[src/rtl/ysyx_041461_if_pc_gen.sv]
// IF-stage PC generator: owns the PC, issues one imem fetch at a time, presents {pc, inst} to ID.
// Optional vectored-mtvec trap targets are enabled by defining YSYX_041461_MTVEC_VECTOR_EN.
module ysyx_041461_if_pc_gen #(
  parameter logic [63:0] RESET_PC = 64'h8000_0000,
  parameter logic [31:0] NOP_INST = 32'h0000_0013
) (
  input  logic        clk,
  input  logic        rst,
  input  logic [1:0]  IF_redirect_ctrl,
  input  logic [63:0] IF_mtvec,
  input  logic [63:0] IF_mepc,
  input  logic [62:0] IF_cause,
  input  logic        IF_br_taken,
  input  logic [63:0] IF_br_target,
  input  logic        IF_ID_ready,
  output logic        IF_ID_valid,
  output logic [63:0] IF_ID_pc,
  output logic [31:0] IF_ID_inst,
  output logic        IF_ID_misalign,
  output logic        IF_ok,
  output logic        imem_req,
  output logic [63:0] imem_addr,
  input  logic        imem_gnt,
  input  logic        imem_rvalid,
  input  logic [31:0] imem_rdata
);

  typedef enum logic [1:0] {S_REQ, S_WAIT, S_HOLD, S_TRAP} state_t;

  state_t      state;
  logic [63:0] pc;
  logic        drop;

  logic        wb_mtvec;
  logic        wb_mepc;
  logic        redirect;
  logic [63:0] mtvec_base;
  logic [63:0] mtvec_target;
  logic [63:0] redirect_pc;
  logic        pc_aligned;
  logic        unused_c;

  // Redirect target: WB MTVEC > WB MEPC > EXE branch; ctrl 2'd3 behaves as NOP
  always_comb begin
    wb_mtvec    = (IF_redirect_ctrl == 2'd1);
    wb_mepc     = (IF_redirect_ctrl == 2'd2);
    redirect    = wb_mtvec | wb_mepc | IF_br_taken;
    mtvec_base  = {IF_mtvec[63:2], 2'b00};
`ifdef YSYX_041461_MTVEC_VECTOR_EN
    if ((IF_mtvec[1:0] == 2'b01) && (IF_cause != '0))
      mtvec_target = mtvec_base + {IF_cause[61:0], 2'b00};
    else
      mtvec_target = mtvec_base;
    unused_c     = IF_cause[62];
`else
    mtvec_target = mtvec_base;
    unused_c     = ^{IF_cause, IF_mtvec[1:0]};
`endif
    if (wb_mtvec)
      redirect_pc = mtvec_target;
    else if (wb_mepc)
      redirect_pc = IF_mepc;
    else
      redirect_pc = IF_br_target;
    pc_aligned  = (pc[1:0] == 2'b00);
  end

  assign imem_req  = !rst && (state == S_REQ) && pc_aligned;
  assign imem_addr = pc;
  assign IF_ok     = rst || (state != S_WAIT);

  always_ff @(posedge clk) begin
    if (rst) begin
      state          <= S_REQ;
      pc             <= RESET_PC;
      drop           <= 1'b0;
      IF_ID_valid    <= 1'b0;
      IF_ID_pc       <= 64'd0;
      IF_ID_inst     <= 32'd0;
      IF_ID_misalign <= 1'b0;
    end else begin
      case (state)
        S_REQ: begin
          if (redirect) begin
            pc <= redirect_pc;
            // The granted fetch of the old pc is still in flight and must be discarded
            if (pc_aligned && imem_gnt) begin
              state <= S_WAIT;
              drop  <= 1'b1;
            end
          end else if (!pc_aligned) begin
            IF_ID_valid    <= 1'b1;
            IF_ID_pc       <= pc;
            IF_ID_inst     <= NOP_INST;
            IF_ID_misalign <= 1'b1;
            state          <= S_TRAP;
          end else if (imem_gnt) begin
            state <= S_WAIT;
          end
        end
        S_WAIT: begin
          if (redirect) pc <= redirect_pc;
          if (imem_rvalid) begin
            if (drop || redirect) begin
              drop  <= 1'b0;
              state <= S_REQ;
            end else begin
              IF_ID_valid    <= 1'b1;
              IF_ID_pc       <= pc;
              IF_ID_inst     <= imem_rdata;
              IF_ID_misalign <= 1'b0;
              state          <= S_HOLD;
            end
          end else if (redirect) begin
            drop <= 1'b1;
          end
        end
        S_HOLD: begin
          if (redirect) begin
            pc          <= redirect_pc;
            IF_ID_valid <= 1'b0;
            state       <= S_REQ;
          end else if (IF_ID_ready) begin
            pc          <= pc + 64'd4;
            IF_ID_valid <= 1'b0;
            state       <= S_REQ;
          end
        end
        S_TRAP: begin
          if (IF_ID_ready) begin
            IF_ID_valid    <= 1'b0;
            IF_ID_misalign <= 1'b0;
          end
          // Idle until WB or EXE steers the pc somewhere legal
          if (redirect) begin
            pc             <= redirect_pc;
            IF_ID_valid    <= 1'b0;
            IF_ID_misalign <= 1'b0;
            state          <= S_REQ;
          end
        end
        default: state <= S_REQ;
      endcase
    end
  end

endmodule

[config.mk]
export PLATFORM = sky130hd
export DESIGN_NAME = ysyx_041461_if_pc_gen
export DESIGN_NICKNAME = d
export VERILOG_FILES = /design/src/rtl/ysyx_041461_if_pc_gen.sv
export SDC_FILE = /design/constraint.sdc
export NUM_CORES = 1
export LEC_CHECK = 0
export CORE_AREA = 4 4 175 177
export DETAILED_ROUTE_END_ITERATION = 12
export DIE_AREA = 0 0 179 181
export PLACE_DENSITY = 0.69
export SETUP_SLACK_MARGIN = 0.15
export SKIP_LAST_GASP = 1
export SYNTH_ARGS = -nofsm -noshare
export SYNTH_HDL_FRONTEND = slang
export SYNTH_SLANG_ARGS = --single-unit
[constraint.sdc]
create_clock -name clk -period 2.65 [get_ports clk]
set_input_delay 0.53 -clock clk [delete_from_list [all_inputs] [get_ports clk]]
set_output_delay 0.53 -clock clk [all_outputs]
set_load 0.02 [all_outputs]
==> qor.yml <==
cts_buffers: 17
required_ns: 3.01
routed_wl_um: 38400
timing.rr.end: "imem_addr[46]"
port-buffer-count: 393
ctsHoldBuffers: 0
regToRegSetupSlack_ns: 0.27
num_antenna_cells: 0
rows: 63
die_h_um: 181
pin_count: 459
dieArea_um2: 32400
p_comb_frac: 0.269
maxCapViolCount: 0
fin_nets: 1917
startpoint_type: "primary input"
gr-total-overflow: 0
utilization: 0.505
postCtsSetupBuffers: 0
startpoint: "IF_redirect_ctrl[0]"
cts_resized: 0
swShare: 0.318
hold_viol: 0
power_mw: 7.23
worstRegToRegCells: 7
fin_hold_ws_ns: 0.415
internal_power_mw: 4.93
synth_cell_type_count: 63
hold_class: "in2reg"
drcViolationCount: 0
grt_setup_unrepaired: "yes"
grt_usage: 0.227
initial_core_util: 0.309
vias: 10700
fmax_ghz: 0.419
synth_edf_count: 0
worstMarginPinSlew_ns: 0.717
relSlewSlack: 0.522
ir_drop_uv: 462
grt_pass1_vias: 10400
finalSetupViolCount: 0
reg2reg_from: "imem_addr[4]"
critPathKind: "in2reg"
synth_nets: 1493
cp_cell_sequence: "clkdlybuf4s50_1 -> inv_1 -> ha_4 -> nand2b_1 -> or3_1 -> nand2b_1 -> or3_1 -> o21ai_0"
hp-start: "rst"
place_congestion: 0.904
dpl.hpwl_um: 29800
antenna_found_initial: 0
synth_ff_type: "dfxtp_1"
grt_first_pass_wirelength_um: 58000
synth-seq-cells: 165
core_um2: 29200
area_growth_pct: 63.3
clock_power_share: 0.346
ys_async_sr_fraction: 0
post_drt_wl_per_cell_um: 19.0
finalMaxSlewViolations: 0
cts_buffer_depth: 2
cts_tree: "yes"
crit_slowest_cell: "or3_1"
cpPeakStageDelay_ns: 0.50
crit_buf_inv: 2
seqPwrFrac: 0.385
htree_levels: 4
outcome: "complete, no violations"
num-fill-cells: 2791
ys.warnings.count: 0
final_common_cell: "clkdlybuf4s50_1"
layout_min_cycle_time_ns: 2.38
cp-endpoint: "imem_addr[52]"
grt_max_degree: 65
cp.depth: 8
power_density_nw_per_um2: 490
vias_per_cell: 5.29
worstPathArrival_ns: 2.75
dr.pass1.iters: 5
end_kind: "flip-flop"
mostFrequentLayoutCells: "clkdlybuf4s50_1 (392), nand2_1 (224), dfxtp_1 (164)"
drt_iter0_drc: 794
syn_inst: 1195
clock_skew_ns: 0.0197
clock_latency_ns: 0.44
post-route-period-util: 0.900
drive_above_1_share: 0.117
crit_family: "simple AND/OR/NAND/NOR gates"
avgSynthCellArea_um2: 7.57
root_buffer: "clkbuf_16"
clock_sinks: 165
crit_fanout: 5
synthesis.area_um2: 9040
ys_seq_area_frac: 0.365
cts.clk_slew.worst_paths_ns: 0.07
p_switching_mw: 2.30
ant_nets: 0
die_w_um: 179
leakage_nw: 5.33
[routing by layer]
layer,GRT usage,routed length (µm)
met3,0.0479,2670
met4,0.0811,1240
met2,0.387,18900
met5,0,0
met1,0.281,15600
[through the flow]
stage | area, µm² | setup TNS [ns] | setup WS [ns] | cells
after floorplan | 9040 | 0 | 0.347 | 1195
after global placement | 14200 | -0.771 | -0.148 | 1990
after detailed placement | 14200 | -1.21 | -0.164 | 1990
after CTS | 14700 | 0 | 0.207 | 2022
after global routing | 14800 | 0 | 0.126 | 2022
final | 14800 | 0 | 0.265 | 2022
[sequential cells by signal (all words and copies together), names as in the netlist]
signal and count:
IF_ID_inst 32, IF_ID_misalign 1, IF_ID_pc 64, IF_ID_valid 1, drop 1, imem_addr 64, state 2
[worst min path at each step]
stage / to / cells after the start / slack, ns
final: IF_ID_inst[22] / 2 / 0.41
after global routing: IF_ID_inst[22] / 2 / 0.41
after CTS: IF_ID_inst[22] / 2 / 0.39
after detailed placement: IF_ID_pc[17] / 2 / 0.45
after global placement: IF_ID_pc[57] / 2 / 0.44
after floorplan: drop / 2 / 0.51
[synthesized netlist by cell type (all sizes together) (25+ instances only)]
library cell / n / area (µm²)
nand3: 27 / 163
nand2: 225 / 847
dfxtp: 165 / 3300
nor2: 130 / 490
nor3: 27 / 140
mux2i: 75 / 751
a21oi: 119 / 596
clkbuf: 72 / 270
nand4: 26 / 203
a22oi: 38 / 285
o21ai: 59 / 295
buf: 29 / 121
nor4: 25 / 226
[final cells by class]
class	instances	area [µm²]	share of cell area
clock buffer	19	433	0.0293
tap	390	488	0.0330
inverter	10	37.5	0.00254
clock inverter	13	140	0.00949
multi-input combinational	919	5410	0.366
sequential	165	3300	0.224
timing repair buffer	506	4960	0.336
[cell families (layout without fill, tap and decap cells)]
kind of cell | count (synthesis) | count (layout) | synth area share
xor+xnor | 10 | 10 | 0.00968
simple gates | 507 | 507 | 0.265
mux | 80 | 80 | 0.0892
fa+ha+maj | 3 | 3 | 0.00415
buf+inv | 111 | 548 | 0.0474
compound gates | 319 | 319 | 0.219
flops | 165 | 165 | 0.365
[power groups by stage]
stage	Clock (mW)	Sequential, mW	Combinational (mW)
6_report	2.50	2.79	1.94
5_1_grt	2.66	2.81	2.08
4_1_cts	2.56	2.78	1.95
3_5_place_dp	0	2.84	1.94
3_3_place_gp	0	2.83	1.93
2_1_floorplan	0	2.99	0.674
No activity file was read; power rests on OpenSTA's default activity.
